$ cat config.mk
export PLATFORM = sky130hd
export DESIGN_NAME = sync_fifo_stream_reader_flat
export DESIGN_NICKNAME = d
export VERILOG_FILES = /design/src/rtl/sync_fifo_stream_reader_if.sv /design/src/rtl/sync_fifo_stream_reader.sv /design/src/flat_wrapper.sv
export SDC_FILE = /design/constraint.sdc
export NUM_CORES = 1
export LEC_CHECK = 0
export BUFFER_PORTS_ARGS = -buffer_cell sky130_fd_sc_hd__buf_2
export CAP_MARGIN = 0
export CORE_ASPECT_RATIO = 1.25
export CORE_UTILIZATION = 50
export DETAILED_ROUTE_END_ITERATION = 8
export PLACE_DENSITY = 0.79
export SYNTH_ARGS = -nofsm -noshare
export SYNTH_HDL_FRONTEND = slang
export SYNTH_SLANG_ARGS = --single-unit
$ cat constraint.sdc
create_clock -name clk_i -period 3.5 [get_ports clk_i]
set_clock_uncertainty 0.1 [all_clocks]
set_input_delay 0.7 -clock clk_i [delete_from_list [all_inputs] [get_ports clk_i]]
set_output_delay 0.7 -clock clk_i [all_outputs]
set_load 0.05 [all_outputs]
$ cat src/rtl/sync_fifo_stream_reader_if.sv
// Stream-reader bus bundle: FIFO read port, flush control and valid/ready stream output.
//   master : the reader (consumes FIFO status/data, flush, ready; drives read, valid, data)
//   slave  : the FIFO + downstream side (mirror of master)
interface sync_fifo_stream_reader_if #(
  parameter int unsigned DATA_WIDTH = 32
);
  logic                  fifo_empty_i;
  logic [DATA_WIDTH-1:0] fifo_rd_data_i;
  logic                  fifo_read_o;
  logic                  flush_i;
  logic                  m_valid_o;
  logic [DATA_WIDTH-1:0] m_data_o;
  logic                  m_ready_i;

  modport master (
    input  fifo_empty_i, fifo_rd_data_i, flush_i, m_ready_i,
    output fifo_read_o, m_valid_o, m_data_o
  );

  modport slave (
    output fifo_empty_i, fifo_rd_data_i, flush_i, m_ready_i,
    input  fifo_read_o, m_valid_o, m_data_o
  );
endinterface

$ cat src/rtl/sync_fifo_stream_reader.sv
// Read-side master for a synchronous FIFO. Pulls words from the FIFO read port and
// presents them on a valid/ready stream through a 2-entry registered skid buffer,
// absorbing 0-cycle (FWFT) or 1-cycle (standard) FIFO read latency.
// Ports:
//   clk_i        clock
//   rst_n_i      synchronous active-low reset
//   bus          master modport: fifo_empty_i, fifo_rd_data_i, fifo_read_o,
//                flush_i, m_valid_o, m_data_o, m_ready_i
//   word_count_o pops since reset (only with SYNC_FIFO_STREAM_READER_COUNT_EN defined)
// Optional feature macro: SYNC_FIFO_STREAM_READER_COUNT_EN
module sync_fifo_stream_reader #(
  parameter int unsigned DATA_WIDTH = 32,
  parameter bit          FWFT       = 1'b1
) (
  input  logic                      clk_i,
  input  logic                      rst_n_i,
  sync_fifo_stream_reader_if.master bus
`ifdef SYNC_FIFO_STREAM_READER_COUNT_EN
  ,
  output logic [31:0]               word_count_o
`endif
);

  localparam int unsigned OCC_W = 2;
  localparam int unsigned LVL_W = 3;

  logic [OCC_W-1:0]      occ_q, occ_d;
  logic                  inflight_q, inflight_d;
  logic                  valid_q, valid_d;
  logic [DATA_WIDTH-1:0] e0_q, e0_d;
  logic [DATA_WIDTH-1:0] e1_q, e1_d;

  logic                  pop;
  logic                  read_c;
  logic                  capture;
  logic [OCC_W-1:0]      occ_after_pop;
  logic [LVL_W-1:0]      level;

  // Handshake and read issue; ready feeds the read decision combinationally for full rate.
  assign pop           = valid_q & bus.m_ready_i;
  assign level         = LVL_W'(occ_q) + LVL_W'(inflight_q) - LVL_W'(pop);
  assign read_c        = rst_n_i & ~bus.flush_i & ~bus.fifo_empty_i & (level < LVL_W'(2));
  assign capture       = FWFT ? read_c : inflight_q;
  assign occ_after_pop = occ_q - OCC_W'(pop);

  // Skid buffer next state: pop shifts e1->e0, capture lands in the first free slot after the pop.
  always_comb begin
    occ_d      = occ_q;
    inflight_d = inflight_q;
    valid_d    = valid_q;
    e0_d       = e0_q;
    e1_d       = e1_q;
    if (bus.flush_i) begin
      occ_d      = '0;
      inflight_d = 1'b0;
      valid_d    = 1'b0;
    end else begin
      if (pop) begin
        e0_d = e1_q;
      end
      if (capture) begin
        if (occ_after_pop == '0) begin
          e0_d = bus.fifo_rd_data_i;
        end else begin
          e1_d = bus.fifo_rd_data_i;
        end
      end
      occ_d      = occ_after_pop + OCC_W'(capture);
      inflight_d = FWFT ? 1'b0 : read_c;
      valid_d    = (occ_d != '0);
    end
  end

  // State registers.
  always_ff @(posedge clk_i) begin
    if (!rst_n_i) begin
      occ_q      <= '0;
      inflight_q <= 1'b0;
      valid_q    <= 1'b0;
      e0_q       <= '0;
      e1_q       <= '0;
    end else begin
      occ_q      <= occ_d;
      inflight_q <= inflight_d;
      valid_q    <= valid_d;
      e0_q       <= e0_d;
      e1_q       <= e1_d;
    end
  end

  assign bus.fifo_read_o = read_c;
  assign bus.m_valid_o   = valid_q;
  assign bus.m_data_o    = e0_q;

`ifdef SYNC_FIFO_STREAM_READER_COUNT_EN
  localparam int unsigned CNT_W = 32;

  logic [CNT_W-1:0] count_q;

  // Completed handshakes since reset; flush does not clear it, wraps naturally.
  always_ff @(posedge clk_i) begin
    if (!rst_n_i) begin
      count_q <= '0;
    end else if (pop) begin
      count_q <= count_q + CNT_W'(1);
    end
  end

  assign word_count_o = count_q;
`endif

endmodule
$ cat src/flat_wrapper.sv
// flat-port wrapper written by rule: the top's interface ports become plain ports
module sync_fifo_stream_reader_flat 
#(
  parameter int unsigned DATA_WIDTH = 32,
  parameter bit          FWFT       = 1'b1
)
  (clk_i, rst_n_i, bus_fifo_empty_i, bus_fifo_rd_data_i, bus_flush_i, bus_m_ready_i, bus_fifo_read_o, bus_m_valid_o, bus_m_data_o);
  sync_fifo_stream_reader_if #(.DATA_WIDTH(DATA_WIDTH)) bus_i ();
  input  logic clk_i;
  input  logic rst_n_i;
  input wire logic [$bits(bus_i.fifo_empty_i)-1:0] bus_fifo_empty_i;
  input wire logic [$bits(bus_i.fifo_rd_data_i)-1:0] bus_fifo_rd_data_i;
  input wire logic [$bits(bus_i.flush_i)-1:0] bus_flush_i;
  input wire logic [$bits(bus_i.m_ready_i)-1:0] bus_m_ready_i;
  output wire logic [$bits(bus_i.fifo_read_o)-1:0] bus_fifo_read_o;
  output wire logic [$bits(bus_i.m_valid_o)-1:0] bus_m_valid_o;
  output wire logic [$bits(bus_i.m_data_o)-1:0] bus_m_data_o;
  assign bus_i.fifo_empty_i = bus_fifo_empty_i;
  assign bus_i.fifo_rd_data_i = bus_fifo_rd_data_i;
  assign bus_i.flush_i = bus_flush_i;
  assign bus_i.m_ready_i = bus_m_ready_i;
  assign bus_fifo_read_o = bus_i.fifo_read_o;
  assign bus_m_valid_o = bus_i.m_valid_o;
  assign bus_m_data_o = bus_i.m_data_o;
  sync_fifo_stream_reader #(.DATA_WIDTH(DATA_WIDTH), .FWFT(FWFT)) u_core (.clk_i(clk_i), .rst_n_i(rst_n_i), .bus(bus_i));
endmodule
==> reports/qor.txt, run 1 <==
=====================================================================================
Crit path max-delay family                                               XOR/XNOR gates
Wire length of the first global-routing pass                                 11100 µm
Cells taking the most area after synthesis                               sky130_fd_sc_hd__dfxtp_1, sky130_fd_sc_hd__mux2i_1, sky130_fd_sc_hd__o221ai_2
Worst Setup Start Kind                                                   primary input
Post-CTS Setup Inserts                                                              0
Area of the core                                                         0.005934 mm²
Pin count of the biggest net entering global routing                               42
Power density over cell area                                             493.5 mW/mm²
VDD IR max                                                                   323.5 µV
Highest cell delay on the worst timing path                                   0.46 ns
Setup slack of the most critical reg-to-reg path                              1.07 ns
Max-Cap Viols                                                                       0
Most frequent standard cell in the layout excluding fill and tap cells   sky130_fd_sc_hd__nand2_1
Depth of the CTS H-tree                                                             3
Worst-case headroom to the max-slew limit                                      0.3462
Final-report max-slew violation count                                               0
Final GP Congestion                                                            0.7168
Post-synth top area share                                                      0.4278
Inserted Clock Buffers                                                              9
Synth Instances                                                                   309
Hold worst-path end                                                      u_core.e1_q[13]$_SDFFE_PN0P_
Starting Density                                                               0.5284
Standard-cell rows                                                                 31
Outcome                                                                     completed
Vias in the first global route                                                   2356
Total Negative Setup Slacks                                                      0 ns
RSZ-0062 raised after global routing                                            false
Io pins                                                                            71
Total via count after detailed routing                                           2388
Internal Pwr Total                                                         0.001365 W
Fin util                                                                       0.6331
Area enclosed by the die boundary                                        0.006594 mm²
Clock transition at the registers of the reported paths                       0.06 ns
Post-Synthesis Mean Instance Area                                           10.15 µm²
Number of warnings issued by yosys                                                  0
Register area                                                            0.001341 mm²
Tightest hold margin                                                        0.3596 ns
Post-CTS resize count                                                               0
Sequential share of power                                                       0.439
Share of synthesized area occupied by flip-flops and latches                   0.4278
Nets@finish                                                                       413
Fraction of layout cells with a size suffix above 1                            0.3395
Iteration count of the initial detailed-routing pass                                4
ANT cells                                                                           0
Final HPWL from detailed placement                                            4359 µm
Via-per-instance ratio                                                          5.169
Cell taking the most area after synthesis                                sky130_fd_sc_hd__dfxtp_1
Width of the chip                                                            72.83 µm
Total Routing Usage GR                                                         0.2221
Clock network fraction of design power                                          0.419
Class of the most critical hold timing path                              flip-flop to flip-flop
# fillers                                                                         537
Proportion of power drawn by combinational gates                                0.141
Hold Vio Cnt, Final                                                                 0
Kind of end point of the critical path                                   primary output
Min cycle time layout                                                        2.667 ns
Switching portion of total power                                               0.2638
Clock latency at the later pin of the worst-skew pair                         0.34 ns
Data arrival time at the worst-slack endpoint                                 1.87 ns
Commonest cells after routing, fill and taps aside                       sky130_fd_sc_hd__nand2_1, sky130_fd_sc_hd__buf_2, sky130_fd_sc_hd__dfxtp_1, sky130_fd_sc_hd__mux2i_1, sky130_fd_sc_hd__inv_1
Synthesized flop and latch total                                                   67
Mean routed wirelength per cell                                              14.25 µm
# DRC                                                                               0
Post-placement cell count                                                         446
Initial DRC count                                                                  91
Area used by multi-input combinational logic                             0.001541 mm²
Distinct cells, synth                                                              22
Crit path required time                                                       2.70 ns
RR Endpoint                                                              u_core.bus.m_data_o[18]$_SDFFE_PN0N_
Worst Path Buf+Inv                                                                  3
Number of instances on the worst hold path                                          2
Final clock period utilization by the worst path                               0.7619
Cell at the root of the clock tree                                       sky130_fd_sc_hd__clkbuf_8
Leak                                                                         1.775 nW
# clock sinks                                                                      67
DRT antenna net count                                                               0
TritonCTS clock tree                                                             done
Top achievable clock speed                                                 0.3750 GHz
Total grt overflow                                                                  0
Area grow syn2layout                                                           19.83%
Worst-Margin Slew                                                           0.9807 ns
Number of hold buffers added after CTS                                              0
Count of port buffers added during placement                                       70
Drt total wl                                                                  6582 µm
Synthesized cell area                                                    0.003136 mm²
Sw Pwr                                                                    0.0004891 W
Most common cell on crit path                                            sky130_fd_sc_hd__buf_2
Synthesized Nets                                                                  347
Hold Path Origin                                                         u_core.e1_q[13]$_SDFFE_PN0P_
Worst-path cell chain                                                    buf_2 -> nand2_2 -> inv_1 -> ha_1 -> xor2_2 -> nor3_2 -> buf_2
Source of the worst register-to-register timing path                     u_core.bus.m_valid_o$_SDFF_PP0_
FF-to-FF path depth                                                                 6
Final std cells w/o fill                                                          462
Cell type of the slowest stage on the worst timing path                  sky130_fd_sc_hd__xor2_2
Crit Path Category                                                       primary input to primary output
Height of the die                                                            90.54 µm
Maximum buffer depth of the clock tree                                              2
Peak fanout along the critical path                                                 8
Setup violations, final                                                             0
Antenna violations before repair                                                    0
=====================================================================================
-- cell families after synthesis --
group,count (synthesis),synth area share
AND/OR/NAND/NOR,84,0.1137
flip-flops,67,0.4278
multiplexers,64,0.2043
buffers and inverters,56,0.08699
AO/OA/AOI/OAI,36,0.1580
XOR/XNOR,1,0.005189
adder cells (fa/ha/maj),1,0.003990
-- area by class of cell --
cell class,instances,share of cell area
repair buffers,77,0.1072
clock buffers,11,0.03763
flip-flops and latches,67,0.3570
clock inverters,5,0.02664
inverters,34,0.03397
multi-input cells,186,0.4103
well taps,82,0.02731
-- power groups by stage --
stage	registers, W	clock network, W	logic (W)
finish	0.000814	0.000778	0.000262
global route	0.000818	0.000826	0.000282
CTS	0.000814	0.000794	0.000266
detailed placement	0.000831	0	0.000265
global placement	0.000829	0	0.000260
floorplan	0.000904	0	0.000124
-- state kept, by name (all words and copies together), names as in the netlist --
signal / cells
u_core.bus.m_data_o: 32
u_core.occ_q: 2
u_core.bus.m_valid_o: 1
u_core.e1_q: 32
-- cells in the mapped netlist --
library cell	n
sky130_fd_sc_hd__o21a_1	3
sky130_fd_sc_hd__mux2i_1	64
sky130_fd_sc_hd__nor4_4	1
sky130_fd_sc_hd__nor2b_1	1
sky130_fd_sc_hd__xor2_2	1
sky130_fd_sc_hd__clkbuf_1	8
sky130_fd_sc_hd__buf_6	7
sky130_fd_sc_hd__buf_2	5
sky130_fd_sc_hd__o21ai_1	1
sky130_fd_sc_hd__nor3_1	3
sky130_fd_sc_hd__buf_1	1
sky130_fd_sc_hd__nand2b_4	1
sky130_fd_sc_hd__ha_1	1
sky130_fd_sc_hd__o221ai_1	2
sky130_fd_sc_hd__and2_1	1
sky130_fd_sc_hd__dfxtp_1	67
sky130_fd_sc_hd__buf_4	1
sky130_fd_sc_hd__o221ai_2	30
sky130_fd_sc_hd__nand2b_1	1
sky130_fd_sc_hd__nand2_1	75
sky130_fd_sc_hd__or3_1	1
sky130_fd_sc_hd__inv_1	34
-- metrics by stage --
stage	total power, W	setup slack, ns	cell area, µm²
6_report	0.001854	0.8333	3757
5_1_grt	0.001927	0.7427	3757
4_1_cts	0.001874	0.8269	3757
3_5_place_dp	0.001096	0.5671	3516
3_3_place_gp	0.001090	0.6371	3516
2_1_floorplan	0.001027	0.2165	3141
-- worst reg2reg max path, cell delays in order, from the launching register on --
cell	delay, ns
sky130_fd_sc_hd__dfxtp_1	0.33
sky130_fd_sc_hd__nand2_2	0.08
sky130_fd_sc_hd__inv_1	0.04
sky130_fd_sc_hd__ha_1	0.20
sky130_fd_sc_hd__xor2_2	0.46
sky130_fd_sc_hd__or3_2	0.88
sky130_fd_sc_hd__o221ai_1	0.19
-- how the worst max path moves through the flow --
stage                       start                                    to  slack [ns]  cells after the start
floorplan           bus_m_ready_i                       bus_fifo_read_o        0.22                      6
global placement    bus_m_ready_i  u_core.bus.m_data_o[18]$_SDFFE_PN0N_        0.64                      7
detailed placement  bus_m_ready_i  u_core.bus.m_data_o[19]$_SDFFE_PN0N_        0.57                      7
CTS                 bus_m_ready_i                       bus_fifo_read_o        0.83                      7
global route        bus_m_ready_i                       bus_fifo_read_o        0.74                      7
finish              bus_m_ready_i                       bus_fifo_read_o        0.83                      7
-- per-layer routing --
layer  global-route usage  up-vias  wire, µm
li1                     -     1196         -
met4              0.07353        0        87
met1               0.2609     1131      2996
met5                    0        -         0
met3              0.07813        8       279
met2               0.3707       53      3219
(Power assumes the default switching activity.)
==> run 2: changes to the inputs <==
- CORE_UTILIZATION: 50 -> 48
- clock period: 3.5 -> 2.2 ns (I/O delays scaled with it)
==> run 2 against run 1 <==
Global-route usage fell by 0.78 points; sequential power is 58% higher; worst hold slack lost 0.10 ns; via count rose by 0.67%; sequential share of layout area is 1.6 points lower; final cell count is 2.6% higher; first-iteration DRC count up 4.4%; die area increased by 4.1%.
==> reports/qor.txt, run 2 (same netlist as run 1, synthesis figures left out) <==
=====================================================================================
Fin util                                                                       0.6316
Nets@finish                                                                       422
Drt total wl                                                                  6727 µm
Crit path required time                                                       1.66 ns
Vias in the first global route                                                   2358
Maximum buffer depth of the clock tree                                              2
# DRC                                                                               0
Grt met1 use                                                                   0.2442
Leak                                                                         1.861 nW
Inserted Clock Buffers                                                              9
Final std cells w/o fill                                                          474
Number of hold buffers added after CTS                                              0
Area grow syn2layout                                                           25.82%
Post-CTS Setup Inserts                                                              0
Area of the core                                                         0.006246 mm²
Area enclosed by the die boundary                                        0.006862 mm²
Setup violations, final                                                             0
TritonCTS clock tree                                                             done
Hold Vio Cnt, Final                                                                 0
Max-Cap Viols                                                                       0
Tightest hold margin                                                        0.2569 ns
Kind of end point of the critical path                                   primary output
VDD IR max                                                                   746.5 µV
Mean routed wirelength per cell                                              14.19 µm
Cell at the root of the clock tree                                       sky130_fd_sc_hd__clkbuf_8
Worst-case headroom to the max-slew limit                                      0.6050
RSZ-0062 raised after global routing                                            false
Count of port buffers added during placement                                       70
Worst-case setup margin in the final layout                                0.08263 ns
Fraction of layout cells with a size suffix above 1                            0.3599
Source of the worst register-to-register timing path                     u_core.bus.m_valid_o$_SDFF_PP0_
Post-CTS resize count                                                               1
Antenna violations before repair                                                    0
Hold Path Origin                                                         bus_fifo_rd_data_i[19]
Hold worst-path end                                                      u_core.e1_q[19]$_SDFFE_PN0P_
# clock sinks                                                                      67
ANT cells                                                                           0
Wire length of the first global-routing pass                                 11120 µm
Final HPWL from detailed placement                                            4718 µm
Outcome                                                                     completed
Most frequent standard cell in the layout excluding fill and tap cells   sky130_fd_sc_hd__nand2_1
Layer carrying the most global-route usage                                       met2
Class of the most critical hold timing path                              primary input to flip-flop
Standard-cell rows                                                                 32
Clock latency at the later pin of the worst-skew pair                         0.33 ns
Met2 layer usage reported by global route                                      0.3803
Total Routing Usage GR                                                         0.2144
Peak fanout along the critical path                                                 4
FF-to-FF path depth                                                                 7
Crit Path Category                                                       flip-flop to primary output
Final clock period utilization by the worst path                               0.9624
Top achievable clock speed                                                 0.4723 GHz
Starting Density                                                               0.5020
Setup Slack @ Placement                                                    0.02709 ns
Power density over cell area                                             789.8 mW/mm²
GR met3 Demand/Resource                                                       0.05550
Via-per-instance ratio                                                          5.072
Min cycle time layout                                                        2.117 ns
Worst-Margin Slew                                                           0.5925 ns
Width of the chip                                                            74.29 µm
Number of instances on the worst hold path                                          3
Height of the die                                                            92.37 µm
Clock transition at the registers of the reported paths                       0.08 ns
Io pins                                                                            71
Setup slack of the most critical reg-to-reg path                              0.22 ns
Worst Setup Start Kind                                                      flip-flop
Pin count of the biggest net entering global routing                               34
Final GP Congestion                                                            0.7207
Total via count after detailed routing                                           2404
RR Endpoint                                                              u_core.bus.m_data_o[18]$_SDFFE_PN0N_
DRT antenna net count                                                               0
Data arrival time at the worst-slack endpoint                                 1.58 ns
Total Negative Setup Slacks                                                      0 ns
Post-placement cell count                                                         458
Initial DRC count                                                                  95
Depth of the CTS H-tree                                                             3
Final-report max-slew violation count                                               0
Start point of the critical path                                         u_core.bus.m_valid_o$_SDFF_PP0_
Total grt overflow                                                                  0
Iteration count of the initial detailed-routing pass                                4
Commonest cells after routing, fill and taps aside                       sky130_fd_sc_hd__nand2_1, sky130_fd_sc_hd__buf_2, sky130_fd_sc_hd__dfxtp_1, sky130_fd_sc_hd__mux2i_1, sky130_fd_sc_hd__inv_1
=====================================================================================
[run 2: power breakdown]
part	switching [W]	leakage [nW]	total (W)	internal [W]
clock	0.000472	0.133	0.00137	0.000901
combinational	0.000296	1.18	0.000448	0.000152
sequential	0.0000337	0.545	0.00129	0.00126
[run 2: cell type report]
type                       instances  area [µm²]
fill                             532        2301
multi-input combinational        186        1553
sequential                        67        1345
timing repair buffer              86       539.3
clock buffer                      10       137.6
clock inverter                     6       136.4
inverter                          34       127.6
tap                               85       106.4
[run 2: routing by layer]
metal,share of wire,vias up
li1,-,1206
met1,0.44,1140
met2,0.51,51
met3,0.041,7
met4,0.011,0
met5,0,-
[run 2: worst max path at each step]
stage                                                end  slack, ns  cells after the start
floorplan                                bus_fifo_read_o      0.002                      6
global placement     u_core.bus.m_data_o[4]$_SDFFE_PN0N_       0.06                      8
detailed placement  u_core.bus.m_data_o[31]$_SDFFE_PN0N_       0.03                      8
CTS                                      bus_fifo_read_o       0.04                      6
global route                             bus_fifo_read_o       0.01                      6
finish                                   bus_fifo_read_o       0.08                      6
[run 2: through the flow]
stage,cell area [µm²],power (W)
after floorplan,3166,0.001637
after global placement,3665,0.001761
after detailed placement,3665,0.001773
after CTS,3941,0.003147
after global routing,3945,0.003239
final,3945,0.003116
[run 2: critical path, stage by stage (launching register included)]
cell                      delay (ns)
sky130_fd_sc_hd__dfxtp_4        0.36
sky130_fd_sc_hd__nand2_4        0.06
sky130_fd_sc_hd__inv_1          0.04
sky130_fd_sc_hd__ha_1           0.20
sky130_fd_sc_hd__xor2_2         0.21
sky130_fd_sc_hd__nor3_4         0.20
sky130_fd_sc_hd__buf_6          0.18
==> run 3: changes to the inputs <==
- CORE_ASPECT_RATIO: 1.25 -> 2
==> run 3 against run 2 <==
Largest cell class unchanged; setup slack better by 0.018 ns; clock-buffer cell count up 1; largest power group unchanged; die area grew 0.25%; core utilization down 0.88 points; maximum frequency increased by 0.88%; combinational power fell by 2%; critical path depth is the same; sequential share of layout area rose by 0.13 points.
==> reports/qor.txt, run 3 (same netlist as run 1, synthesis figures left out) <==
=====================================================================================
# DRC                                                                               0
Most frequent standard cell in the layout excluding fill and tap cells   sky130_fd_sc_hd__nand2_1
Mean routed wirelength per cell                                              14.09 µm
# clock sinks                                                                      67
TritonCTS clock tree                                                             done
Post-CTS resize count                                                               1
Fin util                                                                       0.6228
Inserted Clock Buffers                                                              9
Post-CTS Setup Inserts                                                              0
Tightest hold margin                                                        0.2678 ns
Post-placement cell count                                                         456
Total Negative Setup Slacks                                                      0 ns
Via-per-instance ratio                                                          5.095
Peak fanout along the critical path                                                 5
Min cycle time layout                                                        2.099 ns
Top achievable clock speed                                                 0.4764 GHz
Crit Path Category                                                       flip-flop to primary output
Antenna violations before repair                                                    0
Power after layout                                                         0.003061 W
Worst-case headroom to the max-slew limit                                      0.6159
Max-Cap Viols                                                                       0
Pin count of the biggest net entering global routing                               33
Sequential share of power                                                       0.424
RSZ-0062 raised after global routing                                            false
Class of the most critical hold timing path                              primary input to flip-flop
Final clock period utilization by the worst path                               0.9541
Drt total wl                                                                  6650 µm
Data arrival time at the worst-slack endpoint                                 1.56 ns
Worst-path cell chain                                                    nand2_4 -> inv_1 -> ha_2 -> xor2_4 -> nor3_4 -> buf_6
ANT cells                                                                           0
Depth of the CTS H-tree                                                             3
Proportion of power drawn by combinational gates                                0.144
Iteration count of the initial detailed-routing pass                                4
Count of port buffers added during placement                                       70
Total grt overflow                                                                  0
Cell at the root of the clock tree                                       sky130_fd_sc_hd__clkbuf_16
Vias in the first global route                                                   2465
Final-report max-slew violation count                                               0
Outcome                                                                     completed
Area of the core                                                         0.006310 mm²
Highest cell delay on the worst timing path                                   0.34 ns
Maximum buffer depth of the clock tree                                              2
Switching portion of total power                                               0.2728
Height of the die                                                            116.3 µm
Clock transition at the registers of the reported paths                       0.05 ns
Clock latency at the later pin of the worst-skew pair                         0.33 ns
Power density over cell area                                             778.9 mW/mm²
Worst Path Buf+Inv                                                                  2
Io pins                                                                            71
Nets@finish                                                                       419
Cell type of the slowest stage on the worst timing path                  sky130_fd_sc_hd__dfxtp_4
Commonest cells after routing, fill and taps aside                       sky130_fd_sc_hd__nand2_1, sky130_fd_sc_hd__buf_2, sky130_fd_sc_hd__dfxtp_1, sky130_fd_sc_hd__mux2i_1, sky130_fd_sc_hd__inv_1
Number of hold buffers added after CTS                                              0
Total via count after detailed routing                                           2405
Clock network fraction of design power                                          0.432
Crit path max-delay family                                                 flip-flops
Area enclosed by the die boundary                                        0.006879 mm²
Initial DRC count                                                                  59
Kind of end point of the critical path                                   primary output
Final GP Congestion                                                            0.8149
VDD IR max                                                                   619.7 µV
Hold Vio Cnt, Final                                                                 0
Width of the chip                                                            59.15 µm
Worst-Margin Slew                                                           0.5762 ns
Standard-cell rows                                                                 41
Final std cells w/o fill                                                          472
Sw Pwr                                                                    0.0008352 W
Worst Setup Start Kind                                                      flip-flop
Setup violations, final                                                             0
Total Routing Usage GR                                                         0.2184
Starting Density                                                               0.4969
Crit path required time                                                       1.66 ns
DRT antenna net count                                                               0
Area grow syn2layout                                                           25.34%
Fraction of layout cells with a size suffix above 1                            0.3575
Final HPWL from detailed placement                                            4680 µm
Wire length of the first global-routing pass                                 11120 µm
Internal Pwr Total                                                         0.002226 W
Leak                                                                         1.853 nW
=====================================================================================
==> run 3: cell type report <==
class | count | area (µm²)
clock buffers | 11 | 252.7
clock inverters | 5 | 26.28
fillers | 517 | 2380
inverters | 34 | 127.6
multi-input cells | 186 | 1567
flip-flops and latches | 67 | 1345
well taps | 86 | 107.6
repair buffers | 83 | 504.2
==> run 3: path summary, 6_finish.rpt <==
path / cells past startpoint / slack (ns) / from / end
worst max-delay path: 6 / 0.10 / u_core.bus.m_valid_o$_SDFF_PP0_ / bus_fifo_read_o
worst min-delay path: 3 / 0.27 / bus_fifo_rd_data_i[30] / u_core.e1_q[30]$_SDFFE_PN0P_
worst max register to register: 7 / 0.24 / u_core.bus.m_valid_o$_SDFF_PP0_ / u_core.bus.m_data_o[18]$_SDFFE_PN0N_
worst min register to register: 2 / 0.36 / u_core.e1_q[3]$_SDFFE_PN0P_ / u_core.e1_q[3]$_SDFFE_PN0P_
==> run 3: stage by stage <==
stage	area [µm²]	worst slack, ns
floorplan	3166	0.002490
global placement	3631	0.02704
detailed placement	3631	-0.01460
CTS	3913	0.01459
global route	3930	0.04579
finish	3930	0.1011
==> run 3: worst register-to-register path, cell delays in order, from the launching register on <==
cell and delay (ns):
sky130_fd_sc_hd__dfxtp_4 0.34, sky130_fd_sc_hd__nand2_4 0.06, sky130_fd_sc_hd__inv_1 0.04, sky130_fd_sc_hd__ha_2 0.35, sky130_fd_sc_hd__nand2b_1 0.11, sky130_fd_sc_hd__or3_2 0.47
sky130_fd_sc_hd__buf_4 0.23, sky130_fd_sc_hd__o221ai_1 0.19
==> run 3: metal layers <==
layer	vias to the layer above	GRT usage	share of wire
li1	1199	-	-
met1	1148	0.2203	0.40
met2	49	0.3970	0.54
met3	9	0.06312	0.041
met4	0	0.1063	0.021
met5	-	0	0
==> run 3: power by group through the flow <==
| stage | clock network, W | registers (W) | logic [W] |
|---|---|---|---|
| 2_1_floorplan | 0 | 0.00144 | 0.000199 |
| 4_1_cts | 0.00135 | 0.00130 | 0.000443 |
| 3_5_place_dp | 0 | 0.00132 | 0.000441 |
| 6_report | 0.00132 | 0.00130 | 0.000440 |
| 3_3_place_gp | 0 | 0.00132 | 0.000436 |
| 5_1_grt | 0.00139 | 0.00130 | 0.000473 |
